File: src/rtl/seg_pkg.sv
// Shared constants and types for the 4-digit 7-segment scan controller.
// Segment order is {a,b,c,d,e,f,g,dp}; all outputs are active-low.
package seg_pkg;

  localparam logic [7:0] SEG_OFF = 8'hFF;
  localparam logic [3:0] AN_OFF  = 4'hF;

  typedef enum logic {
    BLANK,
    DRIVE
  } seg_state_e;

  localparam logic [7:0] SEG_HEX [16] = '{
    8'b00000011, 8'b10011111, 8'b00100101, 8'b00001101,
    8'b10011001, 8'b01001001, 8'b01000001, 8'b00011111,
    8'b00000001, 8'b00011001, 8'b00010001, 8'b11000001,
    8'b01100011, 8'b10000101, 8'b01100001, 8'b01110001
  };

endpackage

File: src/rtl/seg_hex_decode.sv
// Combinational hex nibble to active-low segment pattern.
// The dp segment is driven from the separate dp flag.
import seg_pkg::*;

module seg_hex_decode (
  input  logic [3:0] nib,
  input  logic       dp,
  output logic [7:0] seg
);

  // table lookup, then overlay the decimal point
  always_comb begin
    seg    = SEG_HEX[nib];
    seg[0] = ~dp;
  end

endmodule

File: src/rtl/seg_scan_ctrl.sv
// 4-digit multiplexed display scheduler with blank gaps and frame-synced updates.
// Optional macro SEG_SCAN_BRIGHT_EN adds a bright[2:0] duty-cycle input.
import seg_pkg::*;

module seg_scan_ctrl #(
  parameter int SLOT_CYC  = 50000,
  parameter int BLANK_CYC = 500
) (
  input  logic        clk,
  input  logic        reset,
  input  logic        wr_en,
  input  logic [15:0] wr_data,
  input  logic [3:0]  wr_dp,
  input  logic        blank_lz,
`ifdef SEG_SCAN_BRIGHT_EN
  input  logic [2:0]  bright,
`endif
  output logic        wr_ready,
  output logic [7:0]  seg,
  output logic [3:0]  an,
  output logic        frame_start
);

  localparam int CW = $clog2(SLOT_CYC);
  localparam logic [CW-1:0] CNT_LAST = CW'(SLOT_CYC - 1);
  localparam logic [CW-1:0] BLK_LAST = CW'(BLANK_CYC - 1);

  seg_state_e  state_q, state_d;
  logic [CW-1:0] cnt_q, cnt_d;
  logic [1:0]  digit_q, digit_d;
  logic [15:0] act_q, act_d;
  logic [3:0]  act_dp_q, act_dp_d;
  logic [15:0] sh_q, sh_d;
  logic [3:0]  sh_dp_q, sh_dp_d;
  logic        sh_full_q, sh_full_d;
  logic        lz_q, lz_d;
  logic [7:0]  seg_q, seg_d;
  logic [3:0]  an_q, an_d;
  logic        fs_q, fs_d;

  logic        slot_end, frame_end, wr_ok;
  logic [3:0]  nib;
  logic        dp_bit, lz_blank, an_on;
  logic [7:0]  dec_seg;

  assign slot_end  = (cnt_q == CNT_LAST);
  assign frame_end = slot_end && (digit_q == 2'd3);
  assign wr_ok     = wr_en && !sh_full_q;
  assign nib       = act_q[{digit_q, 2'b00} +: 4];
  assign dp_bit    = act_dp_q[digit_q];

  seg_hex_decode u_dec (
    .nib (nib),
    .dp  (dp_bit),
    .seg (dec_seg)
  );

  // FSM state register
  always_ff @(posedge clk or posedge reset) begin
    if (reset) state_q <= BLANK;
    else       state_q <= state_d;
  end

  // FSM next state: blank gap first, then drive until slot end
  always_comb begin
    state_d = state_q;
    unique case (state_q)
      BLANK: if (cnt_q == BLK_LAST) state_d = DRIVE;
      DRIVE: if (slot_end)          state_d = BLANK;
      default: state_d = BLANK;
    endcase
  end

  // leading-zero test: this nibble and all higher ones are zero
  always_comb begin
    lz_blank = 1'b0;
    unique case (digit_q)
      2'd3: lz_blank = lz_q && (act_q[15:12] == 4'h0);
      2'd2: lz_blank = lz_q && (act_q[15:8] == 8'h00);
      2'd1: lz_blank = lz_q && (act_q[15:4] == 12'h000);
      default: lz_blank = 1'b0;
    endcase
  end

  // anode-on window inside DRIVE (full window unless dimmed)
`ifdef SEG_SCAN_BRIGHT_EN
  always_comb begin
    int on_len;
    on_len = ((SLOT_CYC - BLANK_CYC) * (int'(bright) + 1)) / 8;
    if (on_len < 1) on_len = 1;
    an_on = (int'(cnt_q) - BLANK_CYC) < on_len;
  end
`else
  assign an_on = 1'b1;
`endif

  // FSM outputs: pin values for the next cycle
  always_comb begin
    seg_d = SEG_OFF;
    an_d  = AN_OFF;
    if (state_q == DRIVE && an_on) begin
      an_d  = ~(4'b0001 << digit_q);
      seg_d = lz_blank ? {7'h7F, ~dp_bit} : dec_seg;
    end
  end

  // slot counter, digit rotation, shadow handshake, frame swap
  always_comb begin
    cnt_d     = slot_end ? '0 : cnt_q + 1'b1;
    digit_d   = slot_end ? digit_q + 2'd1 : digit_q;
    lz_d      = (cnt_q == '0) ? blank_lz : lz_q;
    fs_d      = frame_end;
    act_d     = act_q;
    act_dp_d  = act_dp_q;
    sh_d      = sh_q;
    sh_dp_d   = sh_dp_q;
    sh_full_d = sh_full_q;
    if (frame_end && sh_full_q) begin
      act_d     = sh_q;
      act_dp_d  = sh_dp_q;
      sh_full_d = 1'b0;
    end
    if (wr_ok) begin
      sh_d      = wr_data;
      sh_dp_d   = wr_dp;
      sh_full_d = 1'b1;
    end
  end

  // datapath and registered pin flops
  always_ff @(posedge clk or posedge reset) begin
    if (reset) begin
      cnt_q     <= '0;
      digit_q   <= 2'd0;
      lz_q      <= 1'b0;
      fs_q      <= 1'b0;
      act_q     <= 16'h0000;
      act_dp_q  <= 4'h0;
      sh_q      <= 16'h0000;
      sh_dp_q   <= 4'h0;
      sh_full_q <= 1'b0;
      seg_q     <= SEG_OFF;
      an_q      <= AN_OFF;
    end else begin
      cnt_q     <= cnt_d;
      digit_q   <= digit_d;
      lz_q      <= lz_d;
      fs_q      <= fs_d;
      act_q     <= act_d;
      act_dp_q  <= act_dp_d;
      sh_q      <= sh_d;
      sh_dp_q   <= sh_dp_d;
      sh_full_q <= sh_full_d;
      seg_q     <= seg_d;
      an_q      <= an_d;
    end
  end

  assign seg         = seg_q;
  assign an          = an_q;
  assign frame_start = fs_q;
  assign wr_ready    = ~sh_full_q;

endmodule
File: config.mk
export PLATFORM = sky130hd
export DESIGN_NAME = seg_scan_ctrl
export DESIGN_NICKNAME = d
export VERILOG_FILES = /design/src/rtl/seg_pkg.sv /design/src/rtl/seg_hex_decode.sv /design/src/rtl/seg_scan_ctrl.sv
export SDC_FILE = /design/constraint.sdc
export NUM_CORES = 1
export LEC_CHECK = 0
export BUFFER_PORTS_ARGS = -buffer_cell sky130_fd_sc_hd__buf_2
export CORE_MARGIN = 3
export CORE_UTILIZATION = 40
export DETAILED_ROUTE_END_ITERATION = 10
export SYNTH_ARGS = -nofsm -noshare
export SYNTH_HDL_FRONTEND = slang
export SYNTH_SLANG_ARGS = --single-unit
File: constraint.sdc
create_clock -name clk -period 3.77 [get_ports clk]
set_input_delay 0.1885 -clock clk [delete_from_list [all_inputs] [get_ports clk]]
set_output_delay 0.1885 -clock clk [all_outputs]
set_load 0.02 [all_outputs]
==> run summary <==
Antenna cells: 0
RSZ-0062 raised after global routing: false
Most common library cells after synthesis: dfrtp_1, mux2_2, nand2_1
Clk root buf: clkbuf_8
Tcrit/Tclk final: 0.5960
Layout overhead on the synthesized area: 13.34%
Clock insertion delay at the later pin of the skew report: 0.35 ns
Critical path class: reg2reg
CP max FO: 21
Status: complete, no violations
Met1 WL: 2876 µm
Crit. End Element: flop
Syn nets: 298
Routed vias: 2,043
Die height: 97.37 µm
WL/cell: 14.46 µm
Drt total wl: 5942 µm
Pleak: 1.691 nW
CTS tree: built
Top cell type's share of synthesized area: 0.4646
GPL Wtd Cong: 0.7459
Multi-input logic area: 1366 µm²
Num rows: 32
Mapped Area: 3339 µm²
Peak VDD IR: 0.2122 mV
Worst min-delay path class: in2reg
Synth Flop Type: dfrtp_1
Die ar.: 9481 µm²
Clock skew: 0.008518 ns
Nets: 340
Hold-fix buffers, CTS: 0
Critical Path AT: 2.48 ns
Sequential fraction of the synthesis area: 0.5590
Fin Setup TNS: 0 ns
Starting DRT DRC Count: 77
Vias in the first global route: 2,165
Asr flop ratio synth: 1.000
Syn Inst Count: 262
Most frequent cell after synthesis: dfrtp_1
Worst Setup SP: cnt_q[0]$_DFF_PP0_
Core Region: 7928 µm²
Worst Min Path Start: wr_data[1]
Register area: 1867 µm²
First-pass GRT wire length: 10,410 µm
Antenna-violating nets left: 0
Synth unique cells: 38
Fmax: 0.4451 GHz
Critical path launch point type: flop
Post-cts sizing count: 0
Crit Reg-Reg Startpoint: cnt_q[0]$_DFF_PP0_
# H-tree levels: 3
# clock sinks: 74
Synth Register Bits: 74
Final Max Slew Viols: 0
Wire length on met3: 283 µm
First-pass DRT Iterations: 4
Post-synth EDFFs: 0
Half-perimeter wire length after placement: 4218 µm
Synth area leaders: dfrtp_1, mux2_2, dfstp_2
Post-CTS Setup Bufs: 0
Largest net degree at the start of global routing: 51
Initial antenna violation count: 0
Tot GR Track Use: 0.1375
Vias per inst: 4.971
Layout cells sized above 1: 0.3819
WP data required: 4.00 ns
Worst-margin pin slew: 1.010 ns
Wire length on met2: 2680 µm
Clock slew at reported path FFs: 0.08 ns
# IOs: 38
Fin. Hold Viols: 0
Initial Util: 0.4212
Number of max-cap violations: 0
IO buf count: 37
Slew Limit Headroom: 0.3258
Top Metal Used: met4
Fillcell total: 747
Drt drc: 0
Power per Cell Area: 377.6 nW/µm²
Final Critical Period: 2.247 ns
Leading area contributor after synthesis: dfrtp_1
CTS buffer count: 9
Clock Path Buffers: 2
Ys Warns: 0
Grt total ovfl: 0
Synth Area per Inst: 12.75 µm²
Final setup fails: 0
Power, Total: 0.001429 W
Die extent in x: 97.37 µm
## logic make-up after synthesis
group	count (synthesis)	share of synthesized area
fa+ha+maj	12	0.04496
flops	74	0.5590
buf+inv	22	0.03184
xor+xnor	15	0.03934
simple gates	74	0.1150
mux	47	0.1750
compound gates	18	0.03484
## worst max-delay path: stages (launching register included)
cell      delay, ns
dfrtp_1        0.42
ha_1           0.22
nand3_1        0.17
nor4_1         0.28
and4bb_2       0.63
mux2_2         0.40
## layer usage
layer	up-vias	GRT usage
li1	987	-
met1	1005	0.1860
met2	42	0.2051
met3	9	0.04451
met4	0	0.05431
met5	-	0
## layout by cell type, fill, tap and decap left out, types with 2 or more instances in the layout
cell,n
mux2_2,41
a21oi_1,5
buf_4,2
or2_2,2
clkbuf_8,10
o21ai_0,5
dfrtp_1,62
clkinv_2,3
dfstp_2,12
ha_1,12
buf_2,37
nand3_1,9
nand4_1,2
nor3_1,3
clkinvlp_4,2
xnor2_1,8
nor4_1,2
xor2_1,7
nor2_1,19
mux4_2,5
o221ai_1,5
inv_1,13
nor2b_1,3
nand2_1,21
nand2b_1,3
or4_1,2
## flip-flops by register name, indices dropped and copies added, names as in the netlist
signal / count
lz_q: 1
sh_dp_q: 4
act_dp_q: 4
sh_full_q: 1
seg: 8
digit_q: 2
sh_q: 16
an: 4
cnt_q: 16
frame_start: 1
act_q: 16
state_q: 1
## metrics by stage
step             util  hold WS, ns  instances  instance area [µm²]  setup slack, ns
6_report       0.4774      0.06023        411                 3785            1.523
5_1_grt        0.4774      0.04854        411                 3785            1.348
4_1_cts        0.4774      0.05177        411                 3785            1.511
3_5_place_dp   0.4558       0.4243        395                 3613            1.539
3_3_place_gp   0.4558       0.4197        395                 3613            1.587
2_1_floorplan       -       0.3135        262                 3339            1.694
## path summary, 6_finish.rpt
check,to,slack (ns),depth (start not counted)
worst max register to register,act_dp_q[0]$_DFFE_PP0P_,1.52,5
min in group asynchronous,sh_q[0]$_DFFE_PP0P_,0.07,2
worst min-delay path,sh_q[1]$_DFFE_PP0P_,0.06,2
max in group asynchronous,seg[1]$_DFF_PP1_,2.76,3
worst min register to register,cnt_q[5]$_DFF_PP0_,0.50,1
worst max-delay path,act_dp_q[0]$_DFFE_PP0P_,1.52,5
## report_power, final
| group | switching (W) | internal, W |
|---|---|---|
| clock network | 0.000292 | 0.000253 |
| logic | 0.0000234 | 0.0000275 |
| registers | 0.0000133 | 0.000819 |
## layout make-up
class                      instances  share of cell area
tap                              102             0.03372
timing repair buffer              39             0.05289
inverter                          14             0.01388
clock inverter                     5            0.007934
sequential                        74              0.4932
clock buffer                      11             0.03736
multi-input combinational        166              0.3610
Note: power is estimated with default switching activity, not from simulation.
